===== src/rtl/ctrl_pkg.sv =====
// Shared encodings for the multi-cycle RV32I control FSM: states, opcodes,
// instruction classes and the datapath control codes.
package ctrl_pkg;

    typedef enum logic [2:0] {
        StFetch  = 3'd0,
        StDecode = 3'd1,
        StExec   = 3'd2,
        StMem    = 3'd3,
        StWb     = 3'd4,
        StTrap   = 3'd5
    } state_e;

    typedef enum logic [2:0] {
        ClsNone = 3'd0,
        ClsR    = 3'd1,
        ClsI    = 3'd2,
        ClsLd   = 3'd3,
        ClsSt   = 3'd4,
        ClsBr   = 3'd5,
        ClsJal  = 3'd6
    } cls_e;

    localparam logic [6:0] OpcR   = 7'b0110011;
    localparam logic [6:0] OpcI   = 7'b0010011;
    localparam logic [6:0] OpcLd  = 7'b0000011;
    localparam logic [6:0] OpcSt  = 7'b0100011;
    localparam logic [6:0] OpcBr  = 7'b1100011;
    localparam logic [6:0] OpcJal = 7'b1101111;

    localparam logic [2:0] AluAdd = 3'b000;
    localparam logic [2:0] AluSub = 3'b001;
    localparam logic [2:0] AluAnd = 3'b010;
    localparam logic [2:0] AluOr  = 3'b011;
    localparam logic [2:0] AluXor = 3'b100;
    localparam logic [2:0] AluSlt = 3'b101;
    localparam logic [2:0] AluSll = 3'b110;
    localparam logic [2:0] AluSrl = 3'b111;

    localparam logic [2:0] ImmI = 3'b000;
    localparam logic [2:0] ImmS = 3'b001;
    localparam logic [2:0] ImmB = 3'b010;
    localparam logic [2:0] ImmJ = 3'b011;
    localparam logic [2:0] ImmU = 3'b100;

    localparam logic [1:0] WdAlu  = 2'b00;
    localparam logic [1:0] WdDmem = 2'b01;
    localparam logic [1:0] WdPc4  = 2'b10;

    localparam logic [1:0] CauseNone    = 2'b00;
    localparam logic [1:0] CauseIllegal = 2'b01;
    localparam logic [1:0] CauseImem    = 2'b10;
    localparam logic [1:0] CauseDmem    = 2'b11;

    // Wait counter width; it saturates, so wait limits beyond its range never fire.
    localparam int unsigned CntW = 16;

    // Map an opcode to its instruction class; unsupported opcodes give ClsNone.
    function automatic cls_e decode_class(input logic [6:0] opc);
        cls_e cls;
        case (opc)
            OpcR:    cls = ClsR;
            OpcI:    cls = ClsI;
            OpcLd:   cls = ClsLd;
            OpcSt:   cls = ClsSt;
            OpcBr:   cls = ClsBr;
            OpcJal:  cls = ClsJal;
            default: cls = ClsNone;
        endcase
        return cls;
    endfunction

endpackage


===== src/rtl/alu_decoder.sv =====
// ALU operation decode for R- and I-type classes from funct3/funct7[5].
module alu_decoder
    import ctrl_pkg::*;
(
    input  cls_e       cls_i,
    input  logic [2:0] funct3_i,
    input  logic       funct7_5_i,
    output logic [2:0] alu_ctrl_o
);

    // funct3 lookup; only R-type honours funct7[5] for SUB (I-type has no SUBI).
    always_comb begin
        alu_ctrl_o = AluAdd;
        if (cls_i == ClsR || cls_i == ClsI) begin
            case (funct3_i)
                3'b000:  alu_ctrl_o = (cls_i == ClsR && funct7_5_i) ? AluSub : AluAdd;
                3'b111:  alu_ctrl_o = AluAnd;
                3'b110:  alu_ctrl_o = AluOr;
                3'b100:  alu_ctrl_o = AluXor;
                3'b010:  alu_ctrl_o = AluSlt;
                3'b001:  alu_ctrl_o = AluSll;
                3'b101:  alu_ctrl_o = AluSrl;
                default: alu_ctrl_o = AluAdd;
            endcase
        end
    end

endmodule


===== src/rtl/multicycle_ctrl.sv =====
// Multi-cycle control FSM sequencing the RV32I datapath through
// fetch / decode / execute / memory / writeback, with a sticky trap state.
module multicycle_ctrl
    import ctrl_pkg::*;
#(
    parameter int unsigned IMEM_WAIT_MAX = 15,
    parameter int unsigned DMEM_WAIT_MAX = 15
) (
    input  logic        clk,
    input  logic        rst,
    input  logic [31:0] instr,
    input  logic        imem_ready,
    input  logic        dmem_ready,
    input  logic        alu_zero,
    output logic        imem_req,
    output logic        ir_load,
    output logic        pc_en,
    output logic        jmp,
    output logic        dmem_req,
    output logic        wr_en_mem,
    output logic        wr_en_reg,
    output logic        alu_op_b_src,
    output logic [2:0]  immFormat,
    output logic [2:0]  aluCTRL,
    output logic [1:0]  reg_wd_sel,
    output logic        trap,
    output logic [1:0]  trap_cause
);

    state_e          state_q, state_d;
    cls_e            cls_q, cls_d;
    logic [CntW-1:0] cnt_q, cnt_d;
    logic [1:0]      cause_q, cause_d;

    logic [CntW-1:0] cnt_inc;
    logic [31:0]     cnt_next;
    logic            imem_tmo;
    logic            dmem_tmo;
    logic [2:0]      dec_alu;
    logic            unused_instr;

    assign unused_instr = ^{instr[31], instr[29:15]};

    alu_decoder u_alu_decoder (
        .cls_i      (cls_q),
        .funct3_i   (instr[14:12]),
        .funct7_5_i (instr[30]),
        .alu_ctrl_o (dec_alu)
    );

    // Saturating increment and timeout detection; a limit of 0 disables the timeout.
    always_comb begin
        cnt_inc  = (cnt_q == '1) ? cnt_q : cnt_q + CntW'(1);
        cnt_next = 32'(cnt_q) + 32'd1;
        imem_tmo = (IMEM_WAIT_MAX != 0) && (cnt_next >= IMEM_WAIT_MAX);
        dmem_tmo = (DMEM_WAIT_MAX != 0) && (cnt_next >= DMEM_WAIT_MAX);
    end

    // Next-state, decode-class latch, wait counter and trap cause.
    always_comb begin
        state_d = state_q;
        cls_d   = cls_q;
        cnt_d   = cnt_q;
        cause_d = cause_q;
        case (state_q)
            StFetch: begin
                if (imem_ready) begin
                    state_d = StDecode;
                end else if (imem_tmo) begin
                    state_d = StTrap;
                    cause_d = CauseImem;
                end else begin
                    cnt_d = cnt_inc;
                end
            end
            StDecode: begin
                cls_d = decode_class(instr[6:0]);
                if (cls_d == ClsNone) begin
                    state_d = StTrap;
                    cause_d = CauseIllegal;
                end else begin
                    state_d = StExec;
                end
            end
            StExec: begin
                case (cls_q)
                    ClsR, ClsI, ClsJal: state_d = StWb;
                    ClsLd, ClsSt:       state_d = StMem;
                    ClsBr:              state_d = StFetch;
                    default: begin
                        state_d = StTrap;
                        cause_d = CauseIllegal;
                    end
                endcase
            end
            StMem: begin
                if (dmem_ready) begin
                    state_d = (cls_q == ClsSt) ? StFetch : StWb;
                end else if (dmem_tmo) begin
                    state_d = StTrap;
                    cause_d = CauseDmem;
                end else begin
                    cnt_d = cnt_inc;
                end
            end
            StWb:    state_d = StFetch;
            StTrap:  state_d = StTrap;
            default: state_d = StFetch;
        endcase
        if (state_d != state_q) begin
            cnt_d = '0;
        end
    end

    // Datapath controls decoded from registered state and class.
    // Gated by rst so nothing is driven (and no write escapes) while reset is held.
    always_comb begin
        imem_req     = 1'b0;
        ir_load      = 1'b0;
        pc_en        = 1'b0;
        jmp          = 1'b0;
        dmem_req     = 1'b0;
        wr_en_mem    = 1'b0;
        wr_en_reg    = 1'b0;
        alu_op_b_src = 1'b0;
        immFormat    = ImmI;
        aluCTRL      = AluAdd;
        reg_wd_sel   = WdAlu;
        trap         = 1'b0;
        trap_cause   = CauseNone;
        if (rst) begin
            case (state_q)
                StFetch: begin
                    imem_req = 1'b1;
                    ir_load  = imem_ready;
                end
                StExec: begin
                    alu_op_b_src = (cls_q == ClsI) || (cls_q == ClsLd) || (cls_q == ClsSt);
                    case (cls_q)
                        ClsSt:   immFormat = ImmS;
                        ClsBr:   immFormat = ImmB;
                        ClsJal:  immFormat = ImmJ;
                        default: immFormat = ImmI;
                    endcase
                    case (cls_q)
                        ClsLd, ClsSt: aluCTRL = AluAdd;
                        ClsBr:        aluCTRL = AluSub;
                        default:      aluCTRL = dec_alu;
                    endcase
                    if (cls_q == ClsBr) begin
                        pc_en = 1'b1;
                        jmp   = alu_zero;
                    end
                end
                StMem: begin
                    dmem_req  = 1'b1;
                    wr_en_mem = (cls_q == ClsSt);
                    pc_en     = dmem_ready && (cls_q == ClsSt);
                end
                StWb: begin
                    wr_en_reg = (instr[11:7] != 5'd0);
                    pc_en     = 1'b1;
                    jmp       = (cls_q == ClsJal);
                    case (cls_q)
                        ClsLd:   reg_wd_sel = WdDmem;
                        ClsJal:  reg_wd_sel = WdPc4;
                        default: reg_wd_sel = WdAlu;
                    endcase
                end
                StTrap: begin
                    trap       = 1'b1;
                    trap_cause = cause_q;
                end
                default: ;
            endcase
        end
    end

    // State registers with asynchronous active-low reset.
    always_ff @(posedge clk or negedge rst) begin
        if (!rst) begin
            state_q <= StFetch;
            cls_q   <= ClsNone;
            cnt_q   <= '0;
            cause_q <= CauseNone;
        end else begin
            state_q <= state_d;
            cls_q   <= cls_d;
            cnt_q   <= cnt_d;
            cause_q <= cause_d;
        end
    end

endmodule


===== config.mk =====
export PLATFORM = sky130hd
export DESIGN_NAME = multicycle_ctrl
export DESIGN_NICKNAME = d
export VERILOG_FILES = /design/src/rtl/ctrl_pkg.sv /design/src/rtl/alu_decoder.sv /design/src/rtl/multicycle_ctrl.sv
export SDC_FILE = /design/constraint.sdc
export NUM_CORES = 1
export LEC_CHECK = 0
export ABC_CLOCK_PERIOD_IN_PS = 2200
export CORE_ASPECT_RATIO = 1.75
export CORE_UTILIZATION = 44
export CTS_BUF_LIST = sky130_fd_sc_hd__clkbuf_16
export CTS_CLUSTER_DIAMETER = 50
export DETAILED_ROUTE_END_ITERATION = 8
export PLACE_DENSITY_LB_ADDON = 0.15
export SLEW_MARGIN = 25
export SYNTH_ARGS = -nofsm -noshare
export SYNTH_HDL_FRONTEND = slang
export SYNTH_SLANG_ARGS = --single-unit
export TNS_END_PERCENT = 50

===== constraint.sdc =====
create_clock -name clk -period 2.2 [get_ports clk]
set_clock_uncertainty 0.15 [all_clocks]
set_input_delay 0.33 -clock clk [delete_from_list [all_inputs] [get_ports clk]]
set_output_delay 0.33 -clock clk [all_outputs]
set_load 0.02 [all_outputs]

==> results.toml <==
[status]
status = "finished, violations left"
violations = "setup timing"

[yosys]
seq_area_frac_synth_pct = 29.87
ys.flop_type = "dfrtp_1"
synth_nets = 287
synth_edf_count = 0
syn-cell-area_um2 = 2011
syn_area_per_cell_um2 = 8.274
ys_seq_elements = 24
syn_inst = 243
synth_async_sr_flop_share_pct = 100.0
yosys_warnings = 0
synth.distinct_cells = 60

[final_layout]
num_antenna_cells = 0
nets = 392
area_growth_pct = 60.55
layout-drive-gt1-share_pct = 39.48
post-route-util_pct = 73.30
stdcell_count = 398

[placement]
gp_congestion = 0.9248
dp_hpwl_mm = 4.935
dp.cells = 393
port_buffers = 38

[floorplanning]
ios = 56
fp-row-count = 32
coreArea_um2 = 4404
fp.dieH_um = 91.43
die_w_um = 53.10
dieArea_um2 = 4855
start_util_pct = 45.65

[clock_network]
cts_max_path_buffers = 2
cts_buffers = 3
h-tree-depth = 1
clock_sinks = 24
clk_pin_slew_ns = 0.06
cts_tree = "done"
cts_root_buf = "clkbuf_16"
clkLatencyLatePin_ns = 0.26

[worst_setup_path]
worstReg2RegEnd = "cnt_q[0]"
cp-end-kind = "flip-flop"
cp_max_fo = 7
rrSetupSlack_ns = -0.21
reg2reg_depth = 9
startpoint_type = "flip-flop"
arrival_ns = 2.41
r2r_start = "cnt_q[0]"
critPathRequiredTime_ns = 2.20
crit_type = "reg2reg"

[grt]
gr-total-overflow = 0
grt_antenna_before_repair = 0
grt_pass1_vias = 2375
grt_pass1_wl_mm = 10.25
grt_max_degree = 27
grt_usage_pct = 28.10

[timing]
setup_viol = 22
min_period_over_period_pct = 109.7
fmax_ghz = 0.4142
slew_viol_final = 0
finalCriticalPeriod_ns = 2.414
hold_viol_final = 0
final.setup.worst_slack_ns = -0.2144
rsz0062_at_grt = "yes"

[worst_hold_path]
min_path_type = "in2async"

[detailed_routing]
firstDrtPassIters = 6
drtAntennaViolNets = 0
vias = 2258
post_drt_wl_per_cell_um = 15.83
viasPerCell = 5.673
route.detailed.drc = 0
drt-total-wl_mm = 6.300
first_iter_violations = 63

[power]
vdd_drop_max_mv = 0.7143
total_power_mw = 2.220
p_per_area_nw_per_um2 = 687.8
leakagePower_nw = 1.386

[job]
maxCapViolCount = 0
-- per-stage QoR --
stage / worst slack (ns) / cell area [um^2] / hold WS, ns / setup TNS (ns)
final: -0.2144 / 3228 / 0.05612 / -3.115
after global routing: -0.3109 / 3228 / 0.07037 / -5.179
after CTS: -0.1919 / 3192 / 0.06081 / -2.683
after detailed placement: -0.6348 / 2970 / 0.3625 / -14.00
after global placement: -0.6378 / 2970 / 0.3528 / -13.31
after floorplan: -0.1625 / 2043 / -0.1156 / -1.315
-- sequential cells by signal (all words and copies together) (netlist names) --
register and cells:
cause_q 2, cls_q 3, state_q 3, cnt_q 16
-- power by group --
| part | switching [mW] | total (mW) | internal, mW |
|---|---|---|---|
| registers | 0.0555 | 0.542 | 0.487 |
| clock network | 0.153 | 0.515 | 0.361 |
| logic | 0.606 | 1.16 | 0.557 |
-- cells in the mapped netlist, drive strengths merged (2+ instances only) --
cell    instances  share of area [%]
a211oi          4                2.0
inv             9                1.7
dfrtp          24                 30
mux2            2                1.3
nor2b           3               0.93
o31a            2               0.93
nand4           8                3.2
mux2i           2                1.0
and2           16                5.0
nand2          20                4.1
a32oi           3                1.3
ha              7                4.4
a22o            2               0.87
nand2b          4                1.2
nor2           18                3.4
buf             6                1.9
o21a            4                1.5
o21ai          13                3.2
a21o            5                1.9
o211ai          3                1.1
and3            4                1.2
clkbuf          5               0.93
or3            12                3.9
or2             2               0.62
o22a            2               0.87
a21boi          2               0.75
xor2            4                1.7
nor3            6                1.5
a211o           3                1.3
nand3          15                3.7
a311oi          2               0.87
a21oi          12                3.2
o311ai          2               0.87
-- cell type report --
class                   instances  area [um^2]
fillers                       355         1176
clock inverters                 1        30.03
flip-flops and latches         24        605.6
multi-input cells             199         1515
repair buffers                111        902.1
clock buffers                   3        75.07
inverters                       9        36.28
well taps                      51        63.81
-- critical path, cell delays in order, from the launching register on --
cell	delay, ns
dfrtp_1	0.40
ha_4	0.19
nand3_2	0.10
or3_1	0.33
mux2_4	0.28
a221oi_4	0.27
nand2_4	0.13
buf_4	0.16
mux2i_1	0.12
o21a_1	0.17
-- cell families (layout without fill, tap and decap cells) --
| kind of cell | Yosys count | in the layout | synth area share, % |
|---|---|---|---|
| compound gates | 70 | 70 | 26.20 |
| buf+inv | 20 | 124 | 4.543 |
| simple gates | 112 | 112 | 30.37 |
| other cells | 1 | 1 | 0.1865 |
| mux | 4 | 4 | 2.302 |
| fa+ha+maj | 7 | 7 | 4.356 |
| xor+xnor | 5 | 5 | 2.178 |
| flops | 24 | 24 | 29.87 |
-- routing by layer --
metal / global-route usage, % / routed length [um] / up-vias
met3: 2.680 / 158 / 16
li1: - / - / 1112
met5: 0 / 0 / -
met4: 13.16 / 196 / 0
met2: 55.80 / 3710 / 57
met1: 25.94 / 2235 / 1073
-- cells in the final DEF, fill, tap and decap left out, types with 6 or more instances in the layout --
cell type,netlist,final
buf_4,1,76
dfrtp_1,24,20
clkdlybuf4s50_1,0,19
nand2_1,19,18
and2_1,16,16
nor2_1,18,14
nand3_1,15,13
o21ai_0,12,10
or3_1,10,9
a21oi_1,11,9
inv_1,9,7
nand4_1,7,7
nor3_1,6,6
-- worst max path at each step --
stage                    start         end  slack, ns  cells past startpoint
finish                cnt_q[0]    cnt_q[0]      -0.21                      9
global route          cnt_q[0]    cnt_q[1]      -0.31                      8
CTS                   cnt_q[0]    cnt_q[0]      -0.19                      9
detailed placement         rst  aluCTRL[1]      -0.63                      6
global placement           rst  aluCTRL[2]      -0.64                      6
floorplan           state_q[1]  aluCTRL[1]      -0.16                      5
-- repair_timing --
| action | 4_1_cts | 5_1_grt |
|---|---|---|
| hold buffers | 0 | 0 |
| setup endpoints to repair | 39 | 35 |
| resized for setup | 78 | 25 |
| buffers inserted | 1 | 0 |
| pin swaps | 12 | 6 |
Power figures use the tool's default switching activity.
